--- config.mk ---
export PLATFORM = sky130hd
export DESIGN_NAME = psum_writeback
export DESIGN_NICKNAME = d
export VERILOG_FILES = /design/src/rtl/psum_writeback.sv
export SDC_FILE = /design/constraint.sdc
export NUM_CORES = 1
export LEC_CHECK = 0
export BUFFER_PORTS_ARGS = -buffer_cell sky130_fd_sc_hd__buf_2
export CAP_MARGIN = 20
export CORE_AREA = 4 4 175 177
export DETAILED_ROUTE_END_ITERATION = 10
export DIE_AREA = 0 0 179 181
export PLACE_DENSITY = 0.69
export SETUP_SLACK_MARGIN = 0.5
export SYNTH_ARGS = -nofsm -noshare
export SYNTH_HDL_FRONTEND = slang
export SYNTH_SLANG_ARGS = --single-unit
export TNS_END_PERCENT = 20
--- constraint.sdc ---
create_clock -name clk -period 37.6 [get_ports clk]
set_clock_uncertainty 0.05 [all_clocks]
set_input_delay 1.88 -clock clk [delete_from_list [all_inputs] [get_ports clk]]
set_output_delay 1.88 -clock clk [all_outputs]
set_load 0.05 [all_outputs]
--- src/rtl/psum_writeback.sv ---
// psum_writeback: captures one row of PE-grid psums and serialises it into
// the results BRAM, one element per cycle. Optional ReLU: PSUM_WB_RELU_EN.
module psum_writeback #(
   parameter int NUM_COLS    = 14,
   parameter int DATA_W      = 16,
   parameter int ADDR_W      = 6,
   parameter int ACTIVE_COLS = 14,
   parameter int NUM_ROWS    = 4,
   parameter int BASE_ADDR   = 0
) (
   input  logic                       clk,
   input  logic                       rst,
   input  logic                       clear,
   input  logic                       psum_valid,
   input  logic [NUM_COLS*DATA_W-1:0] psum_outs,
   output logic                       psum_ready,
   output logic                       bram_we,
   output logic [ADDR_W-1:0]          bram_addr,
   output logic [DATA_W-1:0]          bram_din,
   output logic                       busy,
   output logic                       frame_done
);

   localparam int CW = (NUM_COLS > 1) ? $clog2(NUM_COLS) : 1;
   localparam int RW = (NUM_ROWS > 1) ? $clog2(NUM_ROWS) : 1;

   localparam logic [1:0] IDLE  = 2'd0;
   localparam logic [1:0] WRITE = 2'd1;
   localparam logic [1:0] DONE  = 2'd2;

   localparam logic [CW-1:0]     LAST_COL = CW'(ACTIVE_COLS - 1);
   localparam logic [RW-1:0]     LAST_ROW = RW'(NUM_ROWS - 1);
   localparam logic [ADDR_W-1:0] BASE     = ADDR_W'(BASE_ADDR);
   localparam logic [ADDR_W-1:0] STRIDE   = ADDR_W'(ACTIVE_COLS);

   logic [1:0]        state;
   logic [RW-1:0]     row;
   logic [CW-1:0]     col;
   logic [DATA_W-1:0] lane_q [NUM_COLS];
   logic [ADDR_W-1:0] addr_q;
   logic [DATA_W-1:0] din_q;
   logic [ADDR_W-1:0] wr_addr;
   logic [DATA_W-1:0] lane_sel;
   logic [DATA_W-1:0] wr_din;
   logic              accept;
   logic              writing;

   assign psum_ready = (state == IDLE);
   assign accept     = psum_valid & psum_ready & ~clear;
   assign writing    = (state == WRITE);

   // Element address; all terms are ADDR_W wide so the sum wraps naturally.
   assign wr_addr  = BASE + ADDR_W'(row) * STRIDE + ADDR_W'(col);
   assign lane_sel = lane_q[col];

`ifdef PSUM_WB_RELU_EN
   assign wr_din = lane_sel[DATA_W-1] ? '0 : lane_sel;
`else
   assign wr_din = lane_sel;
`endif

   // Write port is live only in WRITE; otherwise it shows the last write.
   assign bram_we    = writing;
   assign bram_addr  = writing ? wr_addr : addr_q;
   assign bram_din   = writing ? wr_din : din_q;
   assign busy       = (state != IDLE);
   assign frame_done = (state == DONE);

   // Row/column sequencer; clear aborts the frame from any state.
   always_ff @(posedge clk) begin
      if (rst) begin
         state <= IDLE;
         row   <= '0;
         col   <= '0;
      end else if (clear) begin
         state <= IDLE;
         row   <= '0;
         col   <= '0;
      end else begin
         unique case (state)
            IDLE: begin
               if (psum_valid) begin
                  state <= WRITE;
                  col   <= '0;
               end
            end
            WRITE: begin
               if (col == LAST_COL) begin
                  col <= '0;
                  if (row == LAST_ROW) begin
                     state <= DONE;
                  end else begin
                     row   <= row + 1'b1;
                     state <= IDLE;
                  end
               end else begin
                  col <= col + 1'b1;
               end
            end
            DONE: begin
               row   <= '0;
               state <= IDLE;
            end
            default: begin
               state <= IDLE;
               row   <= '0;
               col   <= '0;
            end
         endcase
      end
   end

   // Remember the most recent write so the BRAM port holds it when idle.
   always_ff @(posedge clk) begin
      if (rst) begin
         addr_q <= '0;
         din_q  <= '0;
      end else if (writing) begin
         addr_q <= wr_addr;
         din_q  <= wr_din;
      end
   end

   // Capture buffer keeps the row stable while upstream moves on.
   always_ff @(posedge clk) begin
      if (rst) begin
         for (int k = 0; k < NUM_COLS; k++) begin
            lane_q[k] <= '0;
         end
      end else if (accept) begin
         for (int k = 0; k < NUM_COLS; k++) begin
            lane_q[k] <= psum_outs[k*DATA_W +: DATA_W];
         end
      end
   end

endmodule

==> Yosys cells after proc, flatten, opt, wreduce, memory -nomap -nowiden <==
Memory sizes are Yosys's and may differ from the RTL's. A register that Yosys moved wholly into a read port is not among the register bits.
Cells that the tools add are included.
{ "totals": {"reg_bits": 30, "ram_bits": 224, "input_bits": 228, "out_inout_bits": 26, "wordCells": 75, "mem_count": 1} }
{ "mem_list": {"columns": ["memory", "words", "word_bits", "read_ports", "rd_clocked_by_memory_dff", "wr", "line", "source"], "rows": [
  ["lane_q", 14, 16, 1, 1, 14, "39", "logic [DATA_W-1:0] lane_q [NUM_COLS];"]
]} }
{ "classes": {"addsub": 3, "n_mul": 1, "n_eq_ne": 7, "n_mux": 33, "bitwise": 19, "reduce_logical": 6} }
{ "op_table": {"columns": ["operator", "n"], "rows": [
  ["16-bit two-way mux", 15],
  ["4-bit two-way mux", 4],
  ["1-bit bitwise OR", 14],
  ["4-bit one-hot mux with 3 select lines", 1],
  ["2-bit two-way mux", 5],
  ["2-bit one-hot mux with 2 select lines", 2],
  ["6-bit by 4-bit adder with 6-bit output", 1],
  ["6-bit two-way mux", 1],
  ["2-bit by 3-bit multiplier with 5-bit output, second input constant", 1],
  ["1-bit two-way mux", 5],
  ["4-bit by 1-bit adder with 4-bit output, second input constant", 1],
  ["2-bit equality test, second input constant", 2],
  ["4-bit equality test, second input constant", 1],
  ["2-bit inequality test, second input constant", 2],
  ["2-bit AND reduction", 2],
  ["1-bit inverter", 3],
  ["3-bit AND reduction", 1],
  ["2-bit by 1-bit adder with 2-bit output, second input constant", 1],
  ["1-bit AND", 2],
  ["2-bit by 1-bit equality test with 1-bit output, second input constant", 1],
  ["2-bit zero test", 1],
  ["2-bit by 1-bit inequality test with 1-bit output, second input constant", 1],
  ["2-bit nonzero test", 1],
  ["2-bit OR reduction", 1]
]} }

==> Depth between registers and ports, before layout <==
Gate-level depths: netlist of the first run.
{ "logic_depth": {"ltp_word": 7, "depth_mapped": 8, "depth_no_buf": 8} }

==> Worst setup path before layout of the first run <==
Ideal clock, no wire load.
{ "synth_timing": {"path_type": "in2reg", "start": "input port psum_valid", "end": "memory lane_q[0][0], enable pin", "setup_ns": 0.857, "t_arrival_ns": 12.379, "required_ns": 36.693, "path_slack_ns": 24.314, "cell_stages": 2, "n_path_buf": 0, "cell_sequence": "nand2_1 o21bai_1"} }
{ "synth_lines": {"columns": ["item", "line", "source"], "rows": [
  ["from (decl)", "14", "input logic psum_valid,"],
  ["to (decl)", "39", null]
]} }

==> results by group, run 1 <==
Timing
  – Fin. max-slew vios: 0
  – Final Critical Period: 5.24 ns
  – Setup TNS Final: 0 ns
  – Count of final setup violators: 0
  – Tcrit/Tclk final: 0.139
  – Max frequency: 191 MHz
  – Slew HR: 0.274
  – Final Hold Violating Endpoints: 0
  – Slew of the pin with the lowest slew margin: 1.09 ns
  – RSZ-0062 raised after global routing: false

Finish
  – Final core utilization: 0.481
  – Total Nets Final: approximately 1.3k
  – Layout cells sized above 1: 0.314
  – Area growth syn-to-layout: 19.1%
  – ANT cells: 0

Global route
  – Vias in the first global route: about 7.5k
  – Largest net degree at the start of global routing: roughly 120
  – Gr ovfl total: 0
  – First-pass GRT wire length: between 40 and 50 mm
  – Overall Global Routing Usage: 0.173
  – Initial antenna violation count: 1

Worst hold path
  – Worst hold path class: reg2reg

Routing
  – DR WL/cell: a little under 20 um
  – Via density: approximately 4.9
  – Final WL: between 20 and 30 mm
  – Post-route DRC: 0
  – Pre-antenna DRT Iters: 4
  – Post-route ant nets: 0
  – Via count: around 7.5k
  – Drt first-iter violations: just over 500

Setup path
  – Worst Reg-to-Reg Cells: 5
  – Slowest stage cell, crit path: buf_4
  – WP data arrival: around 3.3 ns
  – CP top delay family: buffers and inverters
  – Worst-path maximum fanout: 69
  – Setup slack, reg-to-reg: 34.62 ns
  – Setup crit end: bram_din[3]
  – RR Endpoint: lane_q[6][10]
  – WP buf/inv: 2
  – CP Launch Type: register
  – Critical Path Sink Type: output pin
  – Max incr delay on CP: 0.83 ns
  – Crit Path Category: reg2out
  – Cells along the critical path: buf_4 > nand2b_1 > o221ai_1 > nand3_1 > buf_2
  – Required @ worst endpoint: 35.67 ns
  – Critical path depth: 5
  – Reg-to-Reg Start: state[0]

Logic synthesis
  – Yosys reg bits: approximately 260
  – Cells after Synth: approximately 870
  – Top cells by area, synth: edfxtp_1 57%, and2_1 8.6%, mux2i_1 7.0%
  – Post-synth EDFFs: approximately 220
  – Distinct cells, synth: 43
  – Syn Nets: ~1.1k
  – FFs w/ async S/R, synth: 0
  – Syn avg cell area: between 10 and 15 sq um
  – Netlist Area Pre-Place: around 12000 sq um
  – Yosys warning total: 0
  – Top FF cell, synth: edfxtp_1
  – Yosys top cell by area: edfxtp_1
  – Seq/Total Area, Yosys: 0.627
  – Synth top area share: 0.570

Clocking
  – Post-CTS Setup Bufs: 0
  – Total CTS buffers: 27
  – CTS Buffer Depth: 3
  – CTS Hold Bufs: 0
  – Htree depth: 1
  – CTS Root Buffer Type: clkbuf_16
  – Clock-pin slew on the worst setup and hold paths: ~0.060 ns
  – Worst skew pair latency: roughly 0.53 ns
  – Sink Count: approximately 260
  – Post-CTS resize count: 0
  – CTS tree: yes

Floorplan
  – Initial Utilization: 0.404
  – Num rows: 63
  – I/O pin count: 254
  – CORE AREA: 29200 sq um
  – Die Wd: ~180 um
  – Die area: 32400 sq um
  – Die H: 181 um

Flow run
  – Max Cap Viol: 0

Placement
  – RD Place Congestion: 0.790
  – IO buf count: roughly 250
  – Final HPWL DP: between 20 and 25 mm

Pwr
  – Leak: about 5.6 nW
  – Overall Power: ~0.63 mW
  – Power per standard cell area: 44.7 nW/um^2
  – Peak supply drop: ~0.000027 V

Status
  – Run status: completed
==> area by class of cell <==
| type | count | area (sq um) |
|---|---|---|
| clock buffer | 30 | 697 |
| clock inverter | 15 | 96.3 |
| fill | 2592 | 15200 |
| inverter | 8 | 30.0 |
| multi-input combinational | 546 | 3970 |
| sequential | 258 | 7410 |
| tap | 390 | 488 |
| timing repair buffer | 263 | 1370 |
==> layout by cell type (no fill, tap or decap), types with 9 or more instances in the layout <==
master     instances
a21oi_1           25
a22oi_1           32
a31oi_1           17
and2_1           162
buf_2            253
clkbuf_16         27
dfxtp_1           31
edfxtp_1         224
ha_1               9
mux2_2            32
mux2i_1           82
nand2_1           31
nand3_1           36
nor2b_1           69
o221ai_2           9
==> stage by stage <==
step | instance area, sq um | cells | hold slack [ns] | worst slack (ns)
5_1_grt | 14100 | 1510 | 0.438 | 32.17
3_3_place_gp | 13200 | 1461 | 0.401 | 32.60
3_5_place_dp | 13200 | 1462 | 0.408 | 32.54
6_report | 14100 | 1510 | 0.415 | 32.36
4_1_cts | 14000 | 1507 | 0.416 | 31.97
2_1_floorplan | 11800 | 869 | 0.390 | 24.31
==> cell families (layout without fill, tap and decap cells) <==
logic type	count (synthesis)	after routing	share of synthesized area
AOI/OAI and AO/OA	100	100	0.0622
xor gates and xnor gates	3	3	0.00223
adders and majority gates	10	10	0.0112
buffers and inverters	65	316	0.0373
DFF	258	258	0.627
muxes	114	114	0.100
and+or+nand+nor	319	319	0.160
==> state kept, by name, indices dropped and copies added, names as in the netlist, named ones only <==
signal and cells:
col 4, lane_q 224, din_q 16, addr_q 6, row 2, state 2
==> worst reg2reg max path, stage by stage (launching register included) <==
cell	delay, ns
dfxtp_1	0.36
nor2_1	0.23
nand2_1	0.25
o21bai_4	0.19
buf_4	0.63
buf_4	0.84
==> Yosys cell counts (3+ instances only) <==
master	count
nand2_1	31
mux2i_1	82
dfxtp_1	34
inv_1	7
nand3_1	36
a31oi_1	17
o221ai_2	9
buf_4	9
o21ai_0	4
edfxtp_1	224
mux2_2	32
clkbuf_1	17
nor2_1	6
a21oi_1	25
buf_6	13
o221ai_1	7
xnor2_1	3
a22oi_1	32
buf_2	12
ha_1	9
and2_1	162
nor2b_1	69
==> how the worst min path moves through the flow <==
stage / cells after the start / end / from
after global routing: 2 / addr_q[4] / addr_q[4]
after CTS: 2 / addr_q[2] / addr_q[2]
after floorplan: 2 / addr_q[4] / addr_q[4]
final: 2 / addr_q[2] / addr_q[2]
after global placement: 2 / addr_q[4] / addr_q[4]
after detailed placement: 2 / addr_q[2] / addr_q[2]
==> report_power, final <==
| group | internal (mW) | total (mW) | switching (mW) | leakage (nW) |
|---|---|---|---|---|
| Sequential | 0.330 | 0.335 | 0.00465 | 2.65 |
| Combinational | 0.0201 | 0.0506 | 0.0305 | 2.50 |
| Clock | 0.138 | 0.243 | 0.104 | 0.398 |
==> metal layers <==
layer,global-route usage,vias up,part of all wire
li1,-,3617,-
met1,0.227,3576,0.41
met2,0.297,230,0.51
met3,0.0274,43,0.058
met4,0.0457,2,0.025
met5,0,-,0.00024
Note: power is estimated with default switching activity, not from simulation.
==> run 2: changes to the inputs <==
--- a/config.mk
+++ b/config.mk
@@ -10,7 +10,7 @@
 export CORE_AREA = 4 4 175 177
 export DETAILED_ROUTE_END_ITERATION = 10
 export DIE_AREA = 0 0 179 181
-export PLACE_DENSITY = 0.69
+export PLACE_DENSITY = 0.72
 export SETUP_SLACK_MARGIN = 0.5
 export SYNTH_ARGS = -nofsm -noshare
 export SYNTH_HDL_FRONTEND = slang
==> constraint.sdc (replaced) <==
create_clock -name clk -period 4.71 [get_ports clk]
set_clock_uncertainty 0.05 [all_clocks]
set_input_delay 0.2355 -clock clk [delete_from_list [all_inputs] [get_ports clk]]
set_output_delay 0.2355 -clock clk [all_outputs]
set_load 0.05 [all_outputs]
==> results by group, run 2 (synthesis gave the netlist of run 1 again) <==
Setup path
  – Setup crit end: bram_din[6]
  – Crit Path Category: reg2out
  – Critical Path Sink Type: output pin
  – CP Launch Type: register
  – Setup slack, reg-to-reg: 2.16 ns (-32.46 ns)
  – RR Endpoint: din_q[1]
  – Worst Reg-to-Reg Cells: 4 (-1)
  – Worst-path maximum fanout: 34 (-51%)
  – WP data arrival: 3.21 ns (-0.10 ns)
  – Required @ worst endpoint: 4.42 ns (-31.25 ns)

Routing
  – Pre-antenna DRT Iters: 5 (+1)
  – Post-route ant nets: 0 (unchanged)
  – Via density: 5.04 (+1.9%)
  – DR WL/cell: 20.2 um (+4.8%)
  – Via count: 8692 (+16%)
  – Post-route DRC: 0 (unchanged)
  – Drt first-iter violations: 682 (+35%)
  – Final WL: 34.9 mm (+20%)

Clocking
  – CTS Root Buffer Type: clkbuf_16
  – Total CTS buffers: 27 (unchanged)
  – Sink Count: 258 (unchanged)
  – Worst skew pair latency: 0.54 ns (about the same)
  – Post-CTS resize count: 0 (unchanged)
  – Clock-pin slew on the worst setup and hold paths: 0.07 ns (about the same)
  – Htree depth: 1 (unchanged)
  – CTS Buffer Depth: 3 (unchanged)
  – CTS tree: yes
  – Post-CTS Setup Bufs: 0 (unchanged)

Placement
  – Placement Cell Area: 13300 sq um (+0.31%)
  – IO buf count: 253 (unchanged)
  – Post-Place Cells: 1462 (unchanged)
  – Final HPWL DP: 22.0 mm (+4.2%)
  – RD Place Congestion: 0.841 (+6.5%)

Floorplan
  – Die Wd: 179 um (unchanged)
  – Die area: 32400 sq um (unchanged)
  – CORE AREA: 29200 sq um (unchanged)
  – I/O pin count: 254 (unchanged)
  – Initial Utilization: 0.404 (unchanged)
  – Die H: 181 um (unchanged)
  – Num rows: 63 (unchanged)

Flow run
  – Max Cap Viol: 0 (unchanged)

Timing
  – Final Critical Period: roughly 3.5 ns
  – Count of final setup violators: 0 (unchanged)
  – Max frequency: 286 MHz
  – Slew of the pin with the lowest slew margin: 0.981 ns (-0.108 ns)
  – Fin. max-slew vios: 0 (unchanged)
  – RSZ-0062 raised after global routing: false
  – Tcrit/Tclk final: 0.742
  – Final Hold Violating Endpoints: 2 (+2)
  – Hold slack final: -0.00726 ns (-0.422 ns)
  – Slew HR: 0.346 (+0.0722)

Global route
  – Largest net degree at the start of global routing: 123 (+7.0%)
  – Vias in the first global route: 9067 (+21%)
  – Overall Global Routing Usage: 0.209 (+0.0368)
  – First-pass GRT wire length: 51.5 mm (+21%)
  – Gr ovfl total: 0 (unchanged)
  – Initial antenna violation count: 3 (+2)

Worst hold path
  – Worst hold path class: in2reg
  – Hold Crit Depth: 2 (unchanged)

Finish
  – Top reg by flops: lane_q
  – Final cell count without fillers: 1724 (+14%)
  – Layout cells sized above 1: 0.269 (-0.0457)
  – Largest register FFs: 224 (unchanged)
  – Total Nets Final: 1547 (+15%)
  – Commonest non-fill, non-tap cell in the layout: buf_2
  – Final instance area: 16200 sq um (+15%)
  – Area growth syn-to-layout: 37.5%
  – Largest regs: lane_q (224), din_q (16), addr_q (6)
  – Most frequent cells in the layout: 253 x buf_2, 224 x edfxtp_1, 208 x dlygate4sd3_1

Status
  – Run status: complete, but fails checks
  – Failing checks: negative hold slack

Pwr
  – Peak supply drop: 0.000292 V (+970%)
  – Overall Power: 5.40 mW (+760%)
  – Leak: 6.45 nW (+16%)
  – Power per standard cell area: 332 nW/um^2 (+640%)
## run 2: cell types whose count changed in the layout (fill, tap and decap cells not counted), sizes merged
cell         change
buf              -3
bufinv           +3
clkinvlp         +1
diode            +5
dlygate4sd3    +208
## run 2: cell type report
cell class,instances,area [sq um]
antenna,5,12.5
inverter,8,30.0
timing repair buffer,468,3430
sequential,258,7410
tap,390,488
fill,2296,13000
clock buffer,30,687
clock inverter,19,196
multi-input combinational,546,3990
## run 2: repair_timing
action | 4_1_cts | 5_1_grt
endpoints found under the setup margin | 0 | 0
endpoints found under the hold margin | 211 | 1
hold buffers | 207 | 1
## run 2: layer usage
metal  up-vias  GRT usage  share of wire
met4         0      0.108          0.057
met1      4105      0.254           0.38
met2       421      0.356           0.49
met3       124     0.0360          0.068
met5         -          0              0
li1       4042          -              -
## run 2: critical path, stage by stage (launching register included)
cell	delay (ns)
dfxtp_2	0.96
nor2b_1	0.85
a22oi_1	0.22
nand3_1	0.18
nand3_1	0.19
buf_2	0.27
## run 2: through the flow
| step | utilization | setup TNS, ns | worst slack, ns |
|---|---|---|---|
| final | 0.555 | 0 | 1.22 |
| after detailed placement | 0.453 | 0 | 1.77 |
| after floorplan | - | -1.03 | -0.00461 |
| after global placement | 0.453 | 0 | 1.85 |
| after CTS | 0.555 | 0 | 1.17 |
| after global routing | 0.555 | 0 | 0.959 |
## run 2: power breakdown
| group | internal [mW] | switching [mW] | leakage, nW |
|---|---|---|---|
| clock | 1.27 | 0.892 | 0.439 |
| sequential | 2.64 | 0.0432 | 2.65 |
| combinational | 0.273 | 0.284 | 3.36 |
| total | 4.18 | 1.22 | 6.45 |
## run 2: how the worst min path moves through the flow
stage                   startpoint       endpoint  slack, ns
floorplan             psum_outs[0]   lane_q[0][0]       0.38
finish               psum_outs[18]   lane_q[1][2]     -0.007
detailed placement       addr_q[1]      addr_q[1]       0.41
CTS                 psum_outs[124]  lane_q[7][12]      0.003
global route          psum_outs[0]   lane_q[0][0]      0.001
global placement         addr_q[4]      addr_q[4]       0.40
==> run 3: changes to the inputs <==
--- a/config.mk
+++ b/config.mk
@@ -5,12 +5,13 @@
 export SDC_FILE = /design/constraint.sdc
 export NUM_CORES = 1
 export LEC_CHECK = 0
+export ABC_AREA = 1
 export BUFFER_PORTS_ARGS = -buffer_cell sky130_fd_sc_hd__buf_2
 export CAP_MARGIN = 20
-export CORE_AREA = 4 4 175 177
+export CORE_AREA = 4 4 181 183
 export DETAILED_ROUTE_END_ITERATION = 10
-export DIE_AREA = 0 0 179 181
-export PLACE_DENSITY = 0.72
+export DIE_AREA = 0 0 185 187
+export PLACE_DENSITY = 0.69
 export SETUP_SLACK_MARGIN = 0.5
 export SYNTH_ARGS = -nofsm -noshare
 export SYNTH_HDL_FRONTEND = slang
==> constraint.sdc (replaced) <==
create_clock -name clk -period 3.25 [get_ports clk]
set_clock_uncertainty 0.05 [all_clocks]
set_input_delay 0.1625 -clock clk [delete_from_list [all_inputs] [get_ports clk]]
set_output_delay 0.1625 -clock clk [all_outputs]
set_load 0.05 [all_outputs]
==> results by group, run 3 <==
Status
  – Run status: completed

Pwr
  – Leak: 8.65 nW (+34%)
  – Overall Power: 8.20 mW (+52%)
  – Peak supply drop: 0.000379 V (+30%)
  – Comb pwr share: 0.123 (+0.020)
  – Sw Share: 0.246 (+0.0200)
  – Internal Power: 6.18 mW (+48%)
  – P_sw: 2.02 mW (+65%)
  – Power per standard cell area: 470 nW/um^2 (+42%)
  – Clock Power Share: 0.402 (+0.002)
  – Flop pwr share: 0.475 (-0.022)

Routing
  – Final WL: 40.0 mm (+15%)
  – Post-route ant nets: 0 (unchanged)
  – Via count: 11.2k (+29%)
  – Via density: 4.75 (-5.9%)
  – Pre-antenna DRT Iters: 7 (+2)
  – DR WL/cell: 16.9 um (-16%)
  – Drt first-iter violations: 950 (+39%)
  – Post-route DRC: 0 (unchanged)

Global route
  – Gr ovfl total: 0 (unchanged)
  – Vias in the first global route: 11.4k (+25%)
  – First-pass GRT wire length: 61.1 mm (+19%)
  – Largest net degree at the start of global routing: 126 (+2.4%)
  – Overall Global Routing Usage: 0.224 (+0.0145)
  – Initial antenna violation count: 5 (+2)

Timing
  – Final Critical Period: about 2.7 ns
  – Count of final setup violators: 0 (unchanged)
  – Setup TNS Final: 0 ns (unchanged)
  – Worst setup margin: 0.593 ns (-0.623 ns)
  – Fin. max-slew vios: 0 (unchanged)
  – Max frequency: 376 MHz
  – Tcrit/Tclk final: 0.817
  – Hold slack final: 0.0973 ns (+0.105 ns)
  – Slew HR: 0.409 (+0.0627)
  – Slew of the pin with the lowest slew margin: 0.887 ns (-0.0941 ns)
  – Final Hold Violating Endpoints: 0 (-2)
  – RSZ-0062 raised after global routing: true

Logic synthesis
  – Syn avg cell area: 8.50 sq um (-37%)
  – Yosys top cell by area: edfxtp_1
  – Most frequent cell after synthesis: inv_1
  – FFs w/ async S/R, synth: 0 (unchanged)
  – Netlist Area Pre-Place: 12600 sq um (+6.7%)
  – Synth top area share: 0.534 (-0.0360)
  – Yosys reg bits: 258 (unchanged)
  – Syn Nets: 1720 (+55%)
  – Cells after Synth: 1482 (+71%)
  – Top FF cell, synth: edfxtp_1
  – Top cells by area, synth: edfxtp_1 53%, inv_1 10%, nand2_1 8.6%
  – Seq/Total Area, Yosys: 0.588 (-0.0396)
  – Distinct cells, synth: 30 (-30%)
  – Commonest cells in the netlist: 339 x inv_1, 288 x nand2_1, 275 x nor2_1, 224 x edfxtp_1, 171 x nand3_1
  – Yosys warning total: 0 (unchanged)
  – Post-synth EDFFs: 224 (unchanged)

Floorplan
  – Num rows: 65 (+3.2%)
  – Die H: 187 um (+3.3%)
  – Initial Utilization: 0.404 (about the same)
  – I/O pin count: 254 (unchanged)
  – Die area: 34600 sq um (+6.8%)
  – CORE AREA: 31200 sq um (+6.8%)
  – Die Wd: 185 um (+3.4%)

Setup path
  – Max incr delay on CP: 0.42 ns (-0.54 ns)
  – Slowest stage cell, crit path: fa_1
  – CP top delay family: adder cells
  – Crit Path Category: reg2out
  – CP Launch Type: register
  – Worst-path maximum fanout: 4 (-88%)
  – Cells along the critical path: inv_1 > ha_1 > fa_1 > nand2_1 > a21boi_1 > o211ai_2 > clkbuf_4
  – WP buf/inv: 2 (+1)
  – Required @ worst endpoint: 3.04 ns (-1.38 ns)
  – WP data arrival: 2.44 ns (-0.77 ns)
  – Critical Path Sink Type: output pin

Clocking
  – Htree depth: 1 (unchanged)
  – Worst skew pair latency: 0.56 ns (+0.02 ns)
  – CTS Root Buffer Type: clkbuf_16
  – CTS Buffer Depth: 3 (unchanged)
  – CTS tree: yes
  – Total CTS buffers: 28 (+3.7%)
  – Clock-pin slew on the worst setup and hold paths: 0.06 ns (about the same)
  – Sink Count: 258 (unchanged)

Placement
  – IO buf count: 253 (unchanged)
  – RD Place Congestion: 0.918 (+9.2%)
  – Setup WS pre-CTS: 0.955 ns (-0.818 ns)
  – Final HPWL DP: 24.6 mm (+12%)

Finish
  – Top reg by flops: lane_q
  – Commonest non-fill, non-tap cell in the layout: inv_1
  – Most frequent cells in the layout: 339 x inv_1, 287 x nand2_1, 275 x nor2_1
  – Largest regs: lane_q (224), din_q (16), addr_q (6)
  – Layout cells sized above 1: 0.177 (-0.0916)
  – Largest register FFs: 224 (unchanged)
  – Final core utilization: 0.558 (+0.00291)
  – Area growth syn-to-layout: 38.3%
  – Total Nets Final: 2170 (+40%)

Flow run
  – Max Cap Viol: 0 (unchanged)

Worst hold path
  – Worst hold path class: in2reg
[run 3: path summary, 6_finish.rpt]
| path | start | end | slack [ns] | cells after the start |
|---|---|---|---|---|
| max reg2reg | state[0] | row[0] | 1.23 | 9 |
| min reg2reg | din_q[11] | din_q[11] | 0.42 | 2 |
| max | row[0] | bram_addr[5] | 0.59 | 7 |
| min | psum_valid | lane_q[0][15] | 0.1 | 3 |
[run 3: metal layers]
metal / track usage / routed length (um) / vias to the layer above
met3: 0.0358 / 2790 / 160
met1: 0.300 / 16500 / 5080
met4: 0.118 / 2430 / 0
met5: 0 / 0 / -
li1: - / - / 5426
met2: 0.350 / 18300 / 555
[run 3: metrics by stage]
step / area, sq um / cells
after global placement: 14200 / 2078
final: 17400 / 2364
after CTS: 17400 / 2356
after detailed placement: 14200 / 2078
after floorplan: 12600 / 1482
after global routing: 17400 / 2361
[run 3: cells by family after synthesis]
kind of cell / Yosys count / synth area share
xor gates and xnor gates: 4 / 0.00278
adders and majority gates: 10 / 0.0105
AOI/OAI and AO/OA: 39 / 0.0169
and+or+nand+nor: 750 / 0.245
buffers and inverters: 421 / 0.138
DFF: 258 / 0.588
[run 3: power by group through the flow]
| stage | clock network [mW] | logic [mW] | registers, mW |
|---|---|---|---|
| global route | 3.50 | 1.10 | 3.90 |
| global placement | 0 | 0.765 | 3.95 |
| floorplan | 0 | 0.460 | 3.96 |
| finish | 3.30 | 1.01 | 3.89 |
| detailed placement | 0 | 0.769 | 3.96 |
| CTS | 3.33 | 0.981 | 3.89 |
[run 3: final cells by class]
cell class                      count  area [sq um]
Clock inverter                     23           256
Tap cell                          402           503
Antenna cell                        8          20.0
Clock buffer                       29           704
Sequential cell                   258          7410
Multi-Input combinational cell    803          3490
Fill cell                        2622         13800
Inverter                          345          1310
Timing Repair Buffer              496          3740
[run 3: worst reg2reg max path, stage by stage (launching register included)]
cell     delay (ns)
dfxtp_2        0.38
inv_2          0.06
nor2_4         0.47
inv_2          0.30
nor2_1         0.18
inv_2          0.07
nand3_1        0.16
inv_1          0.06
o21ai_1        0.13
nor2_1         0.05
[run 3: timing repair]
action,in CTS,in global routing
setup buffers,0,0
endpoints found under the setup margin,15,18
hold buffers,226,0
gates resized for setup,2,10
hold endpoints to repair,233,0
cloned,0,0
